===== src/rtl/down_counter_timer_if.sv =====
// Bus bundle for the down-counter/timer: control inputs from the master,
// count and status outputs from the slave (the timer itself).
interface down_counter_timer_if #(
  parameter int WIDTH = 4
);
  logic             load;
  logic [WIDTH-1:0] load_val;
  logic             en;
  logic             auto_reload;
  logic [WIDTH-1:0] count;
  logic             busy;
  logic             done;
  logic             tc;

  modport master (
    output load, load_val, en, auto_reload,
    input  count, busy, done, tc
  );

  modport slave (
    input  load, load_val, en, auto_reload,
    output count, busy, done, tc
  );
endinterface


===== src/rtl/down_counter_timer.sv =====
// Loadable down-counter/timer with one-shot or periodic reload. It raises a
// one-cycle terminal-count pulse each time the count expires.
module down_counter_timer #(
  parameter int WIDTH = 4
) (
  input  logic                  clk,
  input  logic                  rst_n,
  down_counter_timer_if.slave   bus
);

  localparam logic [1:0] ST_IDLE = 2'd0;
  localparam logic [1:0] ST_RUN  = 2'd1;
  localparam logic [1:0] ST_DONE = 2'd2;

  localparam logic [WIDTH-1:0] CNT_ZERO = '0;
  localparam logic [WIDTH-1:0] CNT_ONE  = WIDTH'(1);

  logic [WIDTH-1:0] count_q, count_d;
  logic [WIDTH-1:0] reload_q, reload_d;
  logic [1:0]       state_q, state_d;
  logic             tc_q, tc_d;

  logic             running;
  logic             expiry;
  logic             decrement;

  // An enabled RUN cycle either expires (count==1) or decrements. A zero count
  // is never decremented, so the counter cannot wrap.
  assign running   = (state_q == ST_RUN) && bus.en;
  assign expiry    = running && (count_q == CNT_ONE);
  assign decrement = running && (count_q > CNT_ONE);

  always_comb begin
    count_d  = count_q;
    reload_d = reload_q;
    state_d  = state_q;
    tc_d     = 1'b0;

    if (bus.load) begin
      count_d  = bus.load_val;
      reload_d = bus.load_val;
      state_d  = (bus.load_val != CNT_ZERO) ? ST_RUN : ST_IDLE;
    end else if (expiry) begin
      tc_d = 1'b1;
      if (bus.auto_reload) begin
        count_d = reload_q;
      end else begin
        count_d = CNT_ZERO;
        state_d = ST_DONE;
      end
    end else if (decrement) begin
      count_d = count_q - CNT_ONE;
    end
  end

  always_ff @(posedge clk or negedge rst_n) begin
    if (!rst_n) begin
      count_q  <= CNT_ZERO;
      reload_q <= CNT_ZERO;
      state_q  <= ST_IDLE;
      tc_q     <= 1'b0;
    end else begin
      count_q  <= count_d;
      reload_q <= reload_d;
      state_q  <= state_d;
      tc_q     <= tc_d;
    end
  end

  // Status flags are pure state decodes so they track the state with no lag.
  assign bus.count = count_q;
  assign bus.busy  = (state_q == ST_RUN);
  assign bus.done  = (state_q == ST_DONE);
  assign bus.tc    = tc_q;

endmodule

===== src/flat_wrapper.sv =====
// flat-port wrapper written by rule: the top's interface ports become plain ports
module down_counter_timer_flat 
#(
  parameter int WIDTH = 4
)
  (clk, rst_n, bus_load, bus_load_val, bus_en, bus_auto_reload, bus_count, bus_busy, bus_done, bus_tc);
  down_counter_timer_if #(.WIDTH(WIDTH)) bus_i ();
  input  logic clk;
  input  logic rst_n;
  input wire logic [$bits(bus_i.load)-1:0] bus_load;
  input wire logic [$bits(bus_i.load_val)-1:0] bus_load_val;
  input wire logic [$bits(bus_i.en)-1:0] bus_en;
  input wire logic [$bits(bus_i.auto_reload)-1:0] bus_auto_reload;
  output wire logic [$bits(bus_i.count)-1:0] bus_count;
  output wire logic [$bits(bus_i.busy)-1:0] bus_busy;
  output wire logic [$bits(bus_i.done)-1:0] bus_done;
  output wire logic [$bits(bus_i.tc)-1:0] bus_tc;
  assign bus_i.load = bus_load;
  assign bus_i.load_val = bus_load_val;
  assign bus_i.en = bus_en;
  assign bus_i.auto_reload = bus_auto_reload;
  assign bus_count = bus_i.count;
  assign bus_busy = bus_i.busy;
  assign bus_done = bus_i.done;
  assign bus_tc = bus_i.tc;
  down_counter_timer #(.WIDTH(WIDTH)) u_core (.clk(clk), .rst_n(rst_n), .bus(bus_i));
endmodule

===== config.mk =====
export PLATFORM = sky130hd
export DESIGN_NAME = down_counter_timer_flat
export DESIGN_NICKNAME = d
export VERILOG_FILES = /design/src/rtl/down_counter_timer_if.sv /design/src/rtl/down_counter_timer.sv /design/src/flat_wrapper.sv
export SDC_FILE = /design/constraint.sdc
export NUM_CORES = 1
export LEC_CHECK = 0
export BUFFER_PORTS_ARGS = -buffer_cell sky130_fd_sc_hd__buf_4
export CORE_AREA = 2 2 39 41
export CTS_BUF_LIST = sky130_fd_sc_hd__clkbuf_8
export DETAILED_ROUTE_END_ITERATION = 12
export DIE_AREA = 0 0 41 43
export HOLD_SLACK_MARGIN = 0.08
export PLACE_DENSITY = 0.72
export SYNTH_ARGS = -nofsm -noshare
export SYNTH_HDL_FRONTEND = slang
export SYNTH_SLANG_ARGS = --single-unit

===== constraint.sdc =====
create_clock -name clk -period 4.98 [get_ports clk]
set_clock_uncertainty 0.15 [all_clocks]
set_input_delay 1.494 -clock clk [delete_from_list [all_inputs] [get_ports clk]]
set_output_delay 1.494 -clock clk [all_outputs]
set_load 0.005 [all_outputs]

==> flow_metrics.env <==
export IMPL_grt_total_usage_pct=17.2
export IMPL_clock_sinks=11
export IMPL_fin_util_pct=57.1
export IMPL_setup_tns_ns=0
export IMPL_gp_congestion=0.732
export IMPL_ys_seq_elements=11
export IMPL_grt_setup_unrepaired="no"
export IMPL_postSynthAreaPerCell_um2=10.1
export IMPL_vias=499
export IMPL_synth_nets=73
export IMPL_grt_antenna_before_repair=0
export IMPL_wirelength_um=1170
export IMPL_seq_area_um2=275
export IMPL_power_density_nw_per_um2=315
export IMPL_dieWidth_um=41
export IMPL_cts_hold_buffers=0
export IMPL_area_growth_pct=25.9
export IMPL_holdWs_ns=0.362
export IMPL_grt_pass1_vias=503
export IMPL_placementRows=14
export IMPL_clockRootBuffer="clkbuf_8"
export IMPL_io_buffer_count=15
export IMPL_start_util_pct=45.4
export IMPL_routedWlPerCell_um=12.4
export IMPL_worst_pin_slew_ns=0.418
export IMPL_die_h_um=43
export IMPL_clock_fmax_mhz=385
export IMPL_viasPerCell=5.25
export IMPL_netlist_area_um2=628
export IMPL_yosysTopAreaCell="dfrtp_1"
export IMPL_cts_resized=0
export IMPL_vdd_drop_max_v=0.000191
export IMPL_clk_pin_slew_ns=0.05
export IMPL_finalHoldViolCount=0
export IMPL_drc=0
export IMPL_path_delay_family="flip-flops"
export IMPL_setup_viol=0
export IMPL_final_cell_mix="buf_4 (15), dfrtp_1 (11), nor2_1 (9)"
export IMPL_timing_slew_headroom_pct=71.7
export IMPL_first_pass_iters=4
export IMPL_final_nets=91
export IMPL_cts_made_buffers=3
export IMPL_power_leakage_nw=0.378
export IMPL_clock_latency_ns=0.23
export IMPL_synth_cell_types=25
export IMPL_synth_top_area_share_pct=43.8
export IMPL_grt_first_pass_wirelength_um=2060
export IMPL_drive_gt1_share_pct=30.4
export IMPL_drv_cap=0
export IMPL_dieArea_um2=1760
export IMPL_layout_commonest_cell="buf_4"
export IMPL_crit_buf_inv=1
export IMPL_antenna_cells=0
export IMPL_postCtsSetupBuffers=0
export IMPL_crit_chain="buf_4"
export IMPL_critPathArrivalTime_ns=0.96
export IMPL_min_period_ns=2.60
export IMPL_h_tree_depth=1
export IMPL_cpPeakStageDelay_ns=0.54
export IMPL_worstHoldPathType="flop to flop"
export IMPL_critical_path_slowest_cell="dfrtp_1"
export IMPL_final_fill_count=127
export IMPL_startpoint_type="flop"
export IMPL_ys_warn_count=0
export IMPL_grt_max_degree=17
export IMPL_critPathRequiredTime_ns=3.34
export IMPL_status="completed"
export IMPL_netlist_top_cells_area="dfrtp_1 (44%), nor2_1 (5.4%), o41ai_4 (4.4%)"
export IMPL_cts_tree="yes"
export IMPL_ys_seq_area_share_pct=43.8
export IMPL_cts_buffer_depth=2
export IMPL_multi_input_area_um2=315
export IMPL_fin_ws_ns=2.38
export IMPL_grt_ovfl_total=0
export IMPL_path_max_fanout=7
export IMPL_critPathKind="flop to output port"
export IMPL_ios=16
export IMPL_drv_slew=0
export IMPL_syn_instance_count=62
export IMPL_finalCritPeriodShare_pct=52.2
export IMPL_final_antenna_net_count=0
export IMPL_dpl_hpwl_um=897
export IMPL_post_place_ws_ns=2.40
export IMPL_critPathCaptureType="output port"
export IMPL_first_iter_violations=11
export IMPL_coreArea_um2=1380
stage by stage:
| stage | instance area (µm²) | instances | total power, mW |
|---|---|---|---|
| 5_1_grt | 791 | 95 | 0.264 |
| 4_1_cts | 791 | 95 | 0.251 |
| 2_1_floorplan | 628 | 62 | 0.144 |
| 3_3_place_gp | 746 | 91 | 0.163 |
| 3_5_place_dp | 746 | 91 | 0.164 |
| 6_report | 791 | 95 | 0.249 |
synth_stat cells:
library cell	number
a21oi_1	2
a311oi_1	3
and3_1	1
and3b_1	1
buf_6	1
clkbuf_1	1
dfrtp_1	11
ha_1	2
inv_1	5
inv_2	1
mux2_2	2
nand2_1	4
nand2b_1	1
nor2_1	9
nor2b_1	3
nor3_2	1
nor3b_4	1
o21ai_0	3
o21ai_1	2
o21ba_1	1
o31ai_1	3
o41a_1	1
o41ai_1	1
o41ai_4	1
xnor2_1	1
cell type report:
type                    instances  area share [%]
well taps                      16            2.53
repair buffers                 15            14.2
clock buffers                   3            5.22
inverters                       6            2.85
clock inverters                 1           0.475
multi-input cells              43            39.9
flip-flops and latches         11            34.8
metal layers:
layer / part of all wire [%] / routed length [µm] / global-route usage (%)
met5: 0 / 0 / 0
met4: 0.51 / 6 / 8.00
met3: 3.2 / 38 / 3.14
met2: 52 / 605 / 26.6
met1: 45 / 523 / 22.3
final timing paths:
check	cells past startpoint	endpoint	slack, ns	from
worst max-delay path	1	bus_count[2]	2.38	u_core.bus.count[2]$_DFFE_PN0P_
worst min-delay path	1	u_core.reload_q[2]$_DFFE_PN0P_	0.36	u_core.reload_q[2]$_DFFE_PN0P_
min in group asynchronous	1	u_core.reload_q[0]$_DFFE_PN0P_	0.93	rst_n
worst max register to register	6	u_core.state_q[0]$_DFFE_PN0P_	3.18	u_core.bus.count[1]$_DFFE_PN0P_
worst min register to register	1	u_core.reload_q[2]$_DFFE_PN0P_	0.36	u_core.reload_q[2]$_DFFE_PN0P_
max in group asynchronous	1	u_core.bus.count[2]$_DFFE_PN0P_	3.60	rst_n
flip-flops by register name, indices dropped and copies added, names as in the netlist:
register	count
u_core.state_q	2
u_core.bus.count	4
u_core.bus.tc	1
u_core.reload_q	4
report_power, final:
part	switching, mW	internal, mW
registers	0.0116	0.0975
logic	0.0248	0.0279
clock network	0.0329	0.0541
logic make-up after synthesis:
logic type,count (synthesis),synth area share [%]
multiplexers,2,3.59
buffers and inverters,8,5.98
flip-flops,11,43.8
AO/OA/AOI/OAI,17,22.5
XOR/XNOR,1,1.39
AND/OR/NAND/NOR,21,18.7
adder cells (fa/ha/maj),2,3.98
Note: power is estimated with default switching activity, not from simulation.
